**src/rtl/reg_ctx_ctrl.sv**
```systemverilog
// Context save/restore sequencer: walks registers FIRST_REG..LAST_REG between the
// register file and a memory context area, stalling the CPU while it runs.
module reg_ctx_ctrl #(
    parameter int FIRST_REG = 1,
    parameter int LAST_REG  = 31,
    parameter int ADDR_STEP = 4
) (
    input  logic        CLK,
    input  logic        RESET,
    input  logic        SAVE_REQ,
    input  logic        RESTORE_REQ,
    input  logic [31:0] CTX_BASE,
    output logic        CPU_STALL,
    output logic        DONE,
    output logic [4:0]  RF_RADDR,
    input  logic [31:0] RF_RDATA,
    output logic [4:0]  RF_WADDR,
    output logic [31:0] RF_WDATA,
    output logic        RF_WRITE,
    output logic [31:0] MEM_ADDR,
    output logic [31:0] MEM_WDATA,
    input  logic [31:0] MEM_RDATA,
    output logic        MEM_READ,
    output logic        MEM_WRITE,
    input  logic        MEM_BUSYWAIT
);

    typedef enum logic [2:0] {
        IDLE    = 3'd0,
        SAVE_RD = 3'd1,
        SAVE_WR = 3'd2,
        RST_RD  = 3'd3,
        RST_WR  = 3'd4,
        FIN     = 3'd5
    } state_t;

    localparam logic [4:0] FIRST_IDX = 5'(FIRST_REG);
    localparam logic [4:0] LAST_IDX  = 5'(LAST_REG);

    state_t      state_reg;
    logic [4:0]  idx_reg;
    logic [31:0] base_reg;
    logic [31:0] data_reg;
    logic        stall_reg;
    logic        done_reg;
    logic [4:0]  raddr_reg;
    logic [4:0]  waddr_reg;
    logic        rf_write_reg;
    logic [31:0] mem_addr_reg;
    logic        mem_read_reg;
    logic        mem_write_reg;

    // Slot address wraps modulo 2^32 by construction of the 32-bit sum.
    function automatic logic [31:0] slot_addr(input logic [31:0] base, input logic [4:0] idx);
        return base + 32'(idx) * 32'(ADDR_STEP);
    endfunction

    // Every output is a register, loaded on the transition into the state that drives it.
    always_ff @(posedge CLK) begin
        if (RESET) begin
            state_reg     <= IDLE;
            idx_reg       <= '0;
            base_reg      <= '0;
            data_reg      <= '0;
            stall_reg     <= 1'b0;
            done_reg      <= 1'b0;
            raddr_reg     <= '0;
            waddr_reg     <= '0;
            rf_write_reg  <= 1'b0;
            mem_addr_reg  <= '0;
            mem_read_reg  <= 1'b0;
            mem_write_reg <= 1'b0;
        end else begin
            case (state_reg)
                IDLE: begin
                    if (SAVE_REQ) begin
                        state_reg <= SAVE_RD;
                        base_reg  <= CTX_BASE;
                        idx_reg   <= FIRST_IDX;
                        raddr_reg <= FIRST_IDX;
                        stall_reg <= 1'b1;
                    end else if (RESTORE_REQ) begin
                        state_reg    <= RST_RD;
                        base_reg     <= CTX_BASE;
                        idx_reg      <= FIRST_IDX;
                        mem_addr_reg <= slot_addr(CTX_BASE, FIRST_IDX);
                        mem_read_reg <= 1'b1;
                        stall_reg    <= 1'b1;
                    end
                end
                SAVE_RD: begin
                    state_reg     <= SAVE_WR;
                    data_reg      <= RF_RDATA;
                    mem_addr_reg  <= slot_addr(base_reg, idx_reg);
                    mem_write_reg <= 1'b1;
                end
                SAVE_WR: begin
                    if (!MEM_BUSYWAIT) begin
                        mem_write_reg <= 1'b0;
                        if (idx_reg == LAST_IDX) begin
                            state_reg <= FIN;
                            done_reg  <= 1'b1;
                        end else begin
                            state_reg <= SAVE_RD;
                            idx_reg   <= idx_reg + 5'd1;
                            raddr_reg <= idx_reg + 5'd1;
                        end
                    end
                end
                RST_RD: begin
                    if (!MEM_BUSYWAIT) begin
                        state_reg    <= RST_WR;
                        data_reg     <= MEM_RDATA;
                        mem_read_reg <= 1'b0;
                        rf_write_reg <= 1'b1;
                        waddr_reg    <= idx_reg;
                    end
                end
                RST_WR: begin
                    rf_write_reg <= 1'b0;
                    if (idx_reg == LAST_IDX) begin
                        state_reg <= FIN;
                        done_reg  <= 1'b1;
                    end else begin
                        state_reg    <= RST_RD;
                        idx_reg      <= idx_reg + 5'd1;
                        mem_addr_reg <= slot_addr(base_reg, idx_reg + 5'd1);
                        mem_read_reg <= 1'b1;
                    end
                end
                FIN: begin
                    state_reg <= IDLE;
                    done_reg  <= 1'b0;
                    stall_reg <= 1'b0;
                end
                default: state_reg <= IDLE;
            endcase
        end
    end

    assign CPU_STALL = stall_reg;
    assign DONE      = done_reg;
    assign RF_RADDR  = raddr_reg;
    assign RF_WADDR  = waddr_reg;
    assign RF_WDATA  = data_reg;
    assign RF_WRITE  = rf_write_reg;
    assign MEM_ADDR  = mem_addr_reg;
    assign MEM_WDATA = data_reg;
    assign MEM_READ  = mem_read_reg;
    assign MEM_WRITE = mem_write_reg;

endmodule

```
**config.mk**
```make
export PLATFORM = sky130hd
export DESIGN_NAME = reg_ctx_ctrl
export DESIGN_NICKNAME = d
export VERILOG_FILES = /design/src/rtl/reg_ctx_ctrl.sv
export SDC_FILE = /design/constraint.sdc
export NUM_CORES = 1
export LEC_CHECK = 0
export ABC_AREA = 0
export ABC_CLOCK_PERIOD_IN_PS = 4320
export BUFFER_PORTS_ARGS = -buffer_cell sky130_fd_sc_hd__buf_2
export CORE_MARGIN = 8
export CORE_UTILIZATION = 35
export CTS_CLUSTER_SIZE = 14
export DETAILED_ROUTE_END_ITERATION = 10
export HOLD_SLACK_MARGIN = 0.02
export SKIP_CTS_REPAIR_TIMING = 1
export SYNTH_ARGS = -nofsm -noshare
export SYNTH_HDL_FRONTEND = slang
export SYNTH_SLANG_ARGS = --single-unit
```
**constraint.sdc**
```tcl
create_clock -name CLK -period 4.32 [get_ports CLK]
set_input_delay 0.864 -clock CLK [delete_from_list [all_inputs] [get_ports CLK]]
set_output_delay 0.864 -clock CLK [all_outputs]
set_load 0.005 [all_outputs]
```
==> implementation parameters <==
Parameter                              Value

Place
  Post-Place Worst Slack ... 0.651 ns
  Placed cell area ... 7370 um2
  HPWL reported at the end of detailed placement ... 15500 um
  Routability congestion estimate ... 0.842
  Number of buffer cells added on primary ports ... 211
  Post-placement cell count ... 1188

Detailed routing
  Vias post-DR ... 6462
  Drt wl/cell ... 17.5 um
  DR vias/cell ... 5.29
  First-pass DRT Iterations ... 5
  Residual DRC count ... 0
  Total wire length ... 21300 um
  Antenna-violating nets left ... 0
  Detailed Route Iter0 Violations ... 402

Global route
  Remaining global-route overflow ... 0
  Global-route usage over all layers ... 18.0%
  Antenna violations before repair ... 1
  Wire length of the first global-routing pass ... 32600 um
  Largest net degree at the start of global routing ... 68
  Vias in the first global route ... 6105

STA
  Endpoints failing setup ... 0
  Worst slew margin relative to its limit ... 33.3%
  Final sum of negative setup slack ... 0 ns
  Clock skew after layout ... 0.0101 ns
  Final critical-path setup slack ... 0.569 ns
  Setup repair after global routing missed its margin ... false
  Count of final hold-check violations ... 0
  Minimum clock period ... 3.75 ns
  Tightest hold margin ... 0.450 ns
  Post-route fraction of the period consumed by the critical path ... 86.8%
  Tightest Pin Transition ... 0.997 ns
  Number of slew-limit violations in the final report ... 0
  Max Clock Freq ... 267 MHz

Status
  Outcome ... completed

Synth
  Area share of the leading cell type in the synthesized netlist ... 37.4%
  Count of mapped cells out of synthesis ... 822
  Cell taking the most area after synthesis ... dfxtp_1
  Most used flip-flop cell after synthesis ... dfxtp_1
  Number of distinct library cells after synthesis ... 55
  #FFs+latches synth ... 119
  Netlist area before placement ... 6370 um2
  Post-Synthesis Mean Instance Area ... 7.75 um2
  Synth async-reset ratio ... 0%
  EDFF count, synth ... 0
  Nets in the synthesized netlist ... 932
  Cells taking the most area after synthesis ... dfxtp_1 37%, nand2_1 8.5%, a21oi_1 5.1%, a311oi_1 4.8%, xnor2_1 4.7%
  Synthesis warning total ... 0
  Sequential cell area fraction in the yosys report ... 37.4%

Hold path
  WHS Path Cells ... 2
  Hold Crit Class ... reg -> reg
  Start point of the worst min-delay path ... RF_RADDR[4]
  Hold Path End ... RF_RADDR[4]

Setup path
  Startpoint-to-endpoint class of the critical path ... reg -> reg
  Minimum setup slack among reg-to-reg paths ... 0.57 ns
  CP max FO ... 13
  Capturing point of the worst reg2reg path ... MEM_ADDR[24]
  Depth of the worst register-to-register path ... 12
  Critical path arrival ... 4.09 ns
  Startpoint class of the critical path ... flop
  Origin of the critical flop-to-flop path ... state_reg[0]
  Endpoint required time on the critical path ... 4.66 ns
  Capturing element type of the critical path ... flop

Floorplan
  Horizontal die dimension ... 151 um
  Number of top-level pins ... 212
  Placeable Area ... 17900 um2
  Die footprint ... 22800 um2
  Starting utilization of the core area ... 35.6%
  Number of placement rows ... 49
  Die extent in y ... 151 um

Run
  Max-capacitance violation count ... 0

Clock tree
  TritonCTS buffer count ... 17
  Clock transition at path regs ... 0.06 ns
  Cell at the root of the clock tree ... clkbuf_16
  Number of H-tree branching levels ... 4
  Clock tree from TritonCTS ... built
  Number of clock sinks ... 119
  Clock buffer depth ... 2
  Clock latency of the later-clocked register in the worst-skew pair ... 0.42 ns

Power and ir drop
  Total power density per cell area ... 442 nW/um2
  Final Power ... 3.54 mW
  Worst vdd ir ... 0.000317 V
  Static power due to leakage ... 3.44 nW

Finish
  Most frequent standard cell in the layout excluding fill and tap cells ... buf_2
  Most frequent cells in the layout ... 210 x buf_2, 144 x nand2_1, 118 x dfxtp_1
  Number of filler instances in the final layout ... 1811
  Filler-free cell count of the finished design ... 1221
  Post-route standard cell area excluding fillers ... 8010 um2
  Fin nets ... 1088
  Share of final-layout standard cells stronger than drive strength 1 ... 26.7%
  Layout-stage area growth over the synthesis result ... 25.6%
  Final Core Density ... 44.7%
## worst max-delay path by stage
stage,start,to,cells after the start
4_1_cts,state_reg[0],MEM_ADDR[24],12
6_report,state_reg[0],MEM_ADDR[24],12
3_5_place_dp,state_reg[0],MEM_ADDR[24],12
2_1_floorplan,state_reg[0],MEM_ADDR[24],13
3_3_place_gp,state_reg[0],MEM_ADDR[24],12
5_1_grt,state_reg[0],MEM_ADDR[24],12
## cells in the mapped netlist, types with 13 or more instances
cell type	instances
xnor2_1	34
buf_4	32
dfxtp_1	119
clkbuf_1	40
nor3_1	13
o21ai_0	23
xor2_1	22
a311oi_1	35
nor2_1	79
nand2_1	144
nand3_1	52
a21oi_1	65
nand4_1	18
## power by group
| part | switching [mW] | total (mW) | leakage (nW) | internal [mW] |
|---|---|---|---|---|
| combinational | 0.414 | 0.693 | 2.15 | 0.280 |
| clock | 0.516 | 1.53 | 0.305 | 1.02 |
| sequential | 0.0982 | 1.32 | 0.977 | 1.22 |
## logic make-up (layout without fill, tap and decap cells)
family                   after synthesis  count (layout)  share of synthesized area (%)
flip-flops                           119             119                           37.4
other                                  0               1                              0
XOR/XNOR                              56              56                           7.70
buffers and inverters                 97             266                           7.83
AND/OR/NAND/NOR                      355             355                           25.3
AO/OA/AOI/OAI                        182             182                           19.2
multiplexers                           4               4                          0.667
adder cells (fa/ha/maj)                9               9                           1.88
## per-layer routing
metal	global-route usage, %	wire length (um)	vias up
met3	4.66	1880	30
met1	21.6	8770	2989
met4	6.98	439	2
li1	-	-	3208
met5	0	13	-
met2	30.4	10200	233
## layout make-up
| class | instances | area (um2) | share of cell area (%) |
|---|---|---|---|
| Multi-Input combinational cell | 606 | 3510 | 43.8 |
| Sequential cell | 119 | 2380 | 29.8 |
| Timing Repair Buffer | 223 | 1150 | 14.3 |
| Clock buffer | 18 | 429 | 5.36 |
| Tap cell | 229 | 287 | 3.58 |
| Clock inverter | 14 | 206 | 2.58 |
| Inverter | 11 | 41.3 | 0.516 |
| Antenna cell | 1 | 2.50 | 0.0313 |
## worst max-delay path, cell delays in order, from the launching register on
cell and delay [ns]:
dfxtp_1 0.44, nor2_1 0.41, nand2_1 0.25, xnor2_1 0.23
ha_1 0.21, inv_1 0.06, fa_1 0.37, nor2b_1 0.18
o211ai_1 0.27, a211oi_4 0.56, nand2_1 0.12, or4_1 0.42
a31oi_1 0.16
No activity file was read; power rests on OpenSTA's default activity.
